$ cat config.mk
export PLATFORM = sky130hd
export DESIGN_NAME = irq_ctrl
export DESIGN_NICKNAME = d
export VERILOG_FILES = /design/src/rtl/irq_pkg.sv /design/src/rtl/irq_prio_enc.sv /design/src/rtl/irq_ctrl.sv
export SDC_FILE = /design/constraint.sdc
export NUM_CORES = 1
export LEC_CHECK = 0
export CORE_MARGIN = 2
export CORE_UTILIZATION = 30
export CTS_BUF_LIST = sky130_fd_sc_hd__clkbuf_2
export DETAILED_ROUTE_END_ITERATION = 7
export GPL_TIMING_DRIVEN = 0
export MAX_ROUTING_LAYER = met4
export PLACE_DENSITY = 0.66
export SLEW_MARGIN = 10
export SYNTH_ARGS = -nofsm -noshare
export SYNTH_HDL_FRONTEND = slang
export SYNTH_SLANG_ARGS = --single-unit
$ cat constraint.sdc
create_clock -name clk -period 1.6 [get_ports clk]
set_clock_uncertainty 0.15 [all_clocks]
set_input_delay 0.48 -clock clk [delete_from_list [all_inputs] [get_ports clk]]
set_output_delay 0.48 -clock clk [all_outputs]
set_load 0.03 [all_outputs]
$ cat src/rtl/irq_pkg.sv
// -----------------------------------------------------------------------------
// irq_pkg : shared state encoding and vector constants for irq_ctrl.
// Rev 1.0 - initial release
// -----------------------------------------------------------------------------
`default_nettype none

package irq_pkg;

  typedef enum logic [1:0] {
    IDLE    = 2'd0,
    REQ     = 2'd1,
    SERVICE = 2'd2
  } irq_state_e;

  localparam logic [31:0] c_VEC_BASE_DEFAULT = 32'h0000_0100;
  localparam logic [31:0] c_VEC_STRIDE       = 32'd4;

endpackage

`default_nettype wire

$ cat src/rtl/irq_prio_enc.sv
// -----------------------------------------------------------------------------
// irq_prio_enc : lowest-index-wins priority encoder.
// Rev 1.0 - initial release
// -----------------------------------------------------------------------------
`default_nettype none

module irq_prio_enc #(
  parameter int N   = 4,
  parameter int IDW = $clog2(N)
) (
  input  logic [N-1:0]   i_vec,
  output logic [IDW-1:0] o_id,
  output logic           o_valid
);

  always_comb begin
    o_id    = '0;
    o_valid = |i_vec;
    // Scanning downwards lets the lowest set index overwrite the others.
    for (int i = N - 1; i >= 0; i--) begin
      if (i_vec[i]) o_id = IDW'(i);
    end
  end

endmodule

`default_nettype wire

$ cat src/rtl/irq_ctrl.sv
// -----------------------------------------------------------------------------
// irq_ctrl : edge-triggered, fixed-priority, non-nesting interrupt controller.
// Optional IRQ_MISS_CNT_EN adds per-source saturating missed-edge counters.
// Rev 1.0 - initial release
// -----------------------------------------------------------------------------
`default_nettype none

module irq_ctrl
  import irq_pkg::*;
#(
  parameter int          N_SRC    = 4,
  parameter logic [31:0] VEC_BASE = c_VEC_BASE_DEFAULT
) (
  input  logic                     clk,
  input  logic                     reset,
  input  logic [N_SRC-1:0]         src_i,
  input  logic                     en_we,
  input  logic [N_SRC-1:0]         en_wdata,
  input  logic [31:0]              ret_pc,
  input  logic                     irq_ack,
  input  logic                     mret,
  output logic                     irq_req,
  output logic [31:0]              irq_vec,
  output logic [$clog2(N_SRC)-1:0] irq_id,
  output logic [31:0]              epc,
  output logic [N_SRC-1:0]         pending_o,
  output logic                     in_service
`ifdef IRQ_MISS_CNT_EN
  ,
  output logic [8*N_SRC-1:0]       miss_cnt
`endif
);

  localparam int IDW = $clog2(N_SRC);

  irq_state_e       r_state;
  irq_state_e       w_state_nxt;
  logic [N_SRC-1:0] r_src_prev;
  logic [N_SRC-1:0] r_pending;
  logic [N_SRC-1:0] r_enable;
  logic [IDW-1:0]   r_irq_id;
  logic [31:0]      r_epc;

  logic [N_SRC-1:0] w_edge;
  logic [N_SRC-1:0] w_active;
  logic [N_SRC-1:0] w_clr;
  logic [IDW-1:0]   w_enc_id;
  logic             w_enc_valid;
  logic             w_take_ack;

  assign w_edge     = src_i & ~r_src_prev;
  assign w_active   = r_pending & r_enable;
  assign w_take_ack = (r_state == REQ) && irq_ack;
  assign w_clr      = w_take_ack ? ({{(N_SRC-1){1'b0}}, 1'b1} << r_irq_id) : '0;

  irq_prio_enc #(
    .N   (N_SRC),
    .IDW (IDW)
  ) u_prio_enc (
    .i_vec   (w_active),
    .o_id    (w_enc_id),
    .o_valid (w_enc_valid)
  );

  always_comb begin
    w_state_nxt = r_state;
    case (r_state)
      IDLE:    if (w_enc_valid) w_state_nxt = REQ;
      REQ:     if (irq_ack)     w_state_nxt = SERVICE;
      SERVICE: if (mret)        w_state_nxt = IDLE;
      default:                  w_state_nxt = IDLE;
    endcase
  end

  always_ff @(posedge clk) begin
    if (reset) r_state <= IDLE;
    else       r_state <= w_state_nxt;
  end

  always_ff @(posedge clk) begin
    // Sampling src_i during reset hides sources that are already high.
    r_src_prev <= src_i;
    if (reset) begin
      r_pending <= '0;
      r_enable  <= '0;
      r_irq_id  <= '0;
      r_epc     <= '0;
    end else begin
      r_pending <= (r_pending & ~w_clr) | w_edge;
      if (en_we)                          r_enable <= en_wdata;
      if (r_state == IDLE && w_enc_valid) r_irq_id <= w_enc_id;
      if (w_take_ack)                     r_epc    <= ret_pc;
    end
  end

  assign irq_req    = (r_state == REQ);
  assign in_service = (r_state == SERVICE);
  assign irq_id     = r_irq_id;
  assign irq_vec    = VEC_BASE + c_VEC_STRIDE * 32'(r_irq_id);
  assign epc        = r_epc;
  assign pending_o  = r_pending;

`ifdef IRQ_MISS_CNT_EN
  for (genvar g = 0; g < N_SRC; g++) begin : g_miss
    logic [7:0] r_cnt;
    always_ff @(posedge clk) begin
      if (reset) begin
        r_cnt <= '0;
      end else if (w_edge[g] && r_pending[g] && r_cnt != 8'hFF) begin
        r_cnt <= r_cnt + 8'd1;
      end
    end
    assign miss_cnt[8*g +: 8] = r_cnt;
  end
`endif

endmodule

`default_nettype wire

==> impl_metrics.yaml <==
synth:
  synth.area.top_cells: "dfxtp_1 48%, nand2_1 12%, buf_4 12%, a21oi_1 8.5%, a21oi_2 2.6%"
  yosysUniqueCellTypes: 26
  yosysTopAreaCell: "dfxtp_1"
  avgSynthCellArea_um2: 8.59
  netlist_area_um2: 1990
  async_reset_ff_share_pct: 0
  yosysWarnings: 0
  ys_ff_latch: 48
  synthFlopType: "dfxtp_1"
  synth.top_cell.area_share_pct: 48.2
  synth_edf_count: 0
  yosysSeqAreaShare_pct: 48.2
  synthCells: 232
clock_tree:
  numCtsBuffers: 5
  clk_path_buf_depth: 2
  postCtsHoldBufs: 0
  cts_root_buf: "clkbuf_2"
  clkSinkCount: 48
  insertion_delay_ps: 390
  cts_tree: "built"
  htreeDepth: 2
  path_clk_slew_ps: 230
detailed_routing:
  drtPass1Iterations: 4
  vias_per_cell: 4.18
  vias: 1839
  routed_wl_mm: 4.98
  drc: 0
  wl_per_cell_um: 11.3
  drtIter0Drc: 45
  postRouteAntennaNets: 0
worst_hold_path:
  min_path_cells: 2
  hp-start: "reset"
  min_delay_worst_endpoint: "pending_o[1]"
  hold_path_class: "in2reg"
setup_path:
  cp_num_buf_inv: 1
  path_cells: "and2b_1 -> buf_6"
  end_kind: "output pin"
  critPathTopFamily: "flip-flops"
  regToRegEndpoint: "epc[12]"
  crit_required_ps: 970
  cp_max_fo: 3
  criticalPathCategory: "reg2out"
  max_stage_delay_ps: 390
  rr_startpoint: "r_state[0]"
  reg2reg_slack_ps: 160
  startpoint: "r_state[0]"
  cp.arrival_ps: 1130
  r2r_cells: 5
  cp-start-kind: "register"
  crit_slowest_cell: "dfxtp_4"
grt:
  overflow: 0
  grt_pass1_vias: 1666
  grt_first_pass_wirelength_mm: 7.80
  grt_max_degree: 14
  antenna_found_initial: 0
  gr-usage-all-layers_pct: 13.8
place:
  pre_cts_ws_ps: -375
  portBuffers: 84
  gp_congestion: 0.724
  placed_cell_area_um2: 3040
  hpwl_mm: 3.59
  dp.cells: 421
floorplan:
  die_area_um2: 7310
  rows: 29
  ios: 117
  initial_core_util_pct: 31.2
  core_um2: 6390
  die_height_um: 85.5
  fp.dieW_um: 85.5
layout:
  regArea_um2: 1020
  design_area_um2: 3270
  layout-drive-gt1-share_pct: 40.8
  fillers: 643
  stdcell_count: 440
  multiInputGateArea_um2: 798
  layout.nets: 408
  area_growth_pct: 64.3
  num_antenna_cells: 0
  mostFrequentLayoutCells: "66 x nand2_1, 44 x buf_6, 43 x buf_4, 42 x clkdlybuf4s50_1, 37 x dfxtp_2"
  final_common_cell: "nand2_1"
  fin_util_pct: 51.3
timing:
  rsz0062_at_grt: "true"
  tightestPinTransition_ps: 579
  fmax_mhz: 569
  fin_hold_ws_ps: 295
  final_min_period_over_clock_period_pct: 110
  setup_viol: 4
  fin_ws_ps: -156
  slew_headroom_pct: 61.4
  finalMaxSlewViolations: 0
  post-route-min-period_ps: 1760
  fin_tns_setup_ps: -329
  hold_viol: 0
power_and_ir_drop:
  vdd_drop_max_uv: 432
  finalPower_mw: 2.36
  p_per_area_nw_per_um2: 721
  p_leak_nw: 1.41
run:
  max-cap-violations: 0
run_status:
  violations: "setup timing"
  status: "finished with violations"
## repair_timing
action / in CTS / in global routing
endpoints found under the setup margin: 42 / 42
gates resized for setup: 318 / 20
buffers inserted: 8 / 4
hold endpoints to repair: 0 / 0
gates cloned: 0 / 0
## worst register-to-register path: cells and delay by family (launching register included)
| family | cells | cell delay (ps) |
|---|---|---|
| and+or+nand+nor | 2 | 280 |
| DFF | 1 | 390 |
| buffers and inverters | 2 | 420 |
| AOI/OAI and AO/OA | 1 | 150 |
## area by class of cell
cell class / instances / share of cell area (%)
Buffer: 45 / 10.5
Sequential cell: 48 / 31.1
Multi-Input combinational cell: 166 / 24.4
Clock buffer: 6 / 0.917
Timing Repair Buffer: 96 / 29.9
Clock inverter: 1 / 0.153
Tap cell: 77 / 2.94
Inverter: 1 / 0.115
## power breakdown
| part | total, mW | internal [mW] | switching (mW) |
|---|---|---|---|
| sequential | 1.28 | 1.25 | 0.0337 |
| combinational | 0.610 | 0.294 | 0.316 |
| clock | 0.466 | 0.105 | 0.361 |
## worst max-delay path by stage
stage | endpoint | slack, ps | cells past startpoint
3_5_place_dp | epc[11] | -380 | 5
4_1_cts | in_service | -220 | 2
6_report | in_service | -160 | 2
2_1_floorplan | irq_req | 100 | 1
3_3_place_gp | epc[6] | -360 | 5
5_1_grt | in_service | -270 | 2
## state kept, by name, summed over array words and instances, names as in the netlist
name and cells:
r_src_prev 4, r_state 2, pending_o 4, irq_id 2, r_enable 4, epc 32
## metal layers
metal / global-route usage [%] / up-vias / routed length (µm)
li1: - / 958 / -
met1: 16.3 / 798 / 2070
met2: 23.2 / 77 / 2400
met3: 4.04 / 6 / 475
met4: 3.03 / 0 / 39
met5: - / - / 0
## cells by family after synthesis
| kind of cell | Yosys count | synth area share, % |
|---|---|---|
| muxes | 4 | 2.01 |
| buffers and inverters | 46 | 17.0 |
| DFF | 48 | 48.2 |
| other | 2 | 0.377 |
| and+or+nand+nor | 81 | 16.9 |
| AOI/OAI and AO/OA | 51 | 15.5 |
## Yosys cell counts (2+ instances only)
cell type,instances
buf_2,4
a211oi_1,2
nand2b_1,5
dfxtp_1,48
buf_4,32
o21ai_0,2
mux2i_1,4
nor2_1,5
clkbuf_1,5
conb_1,2
a22o_1,3
a21oi_2,6
buf_8,3
a21oi_1,34
nand2_1,66
No activity file was read; power rests on OpenSTA's default activity.
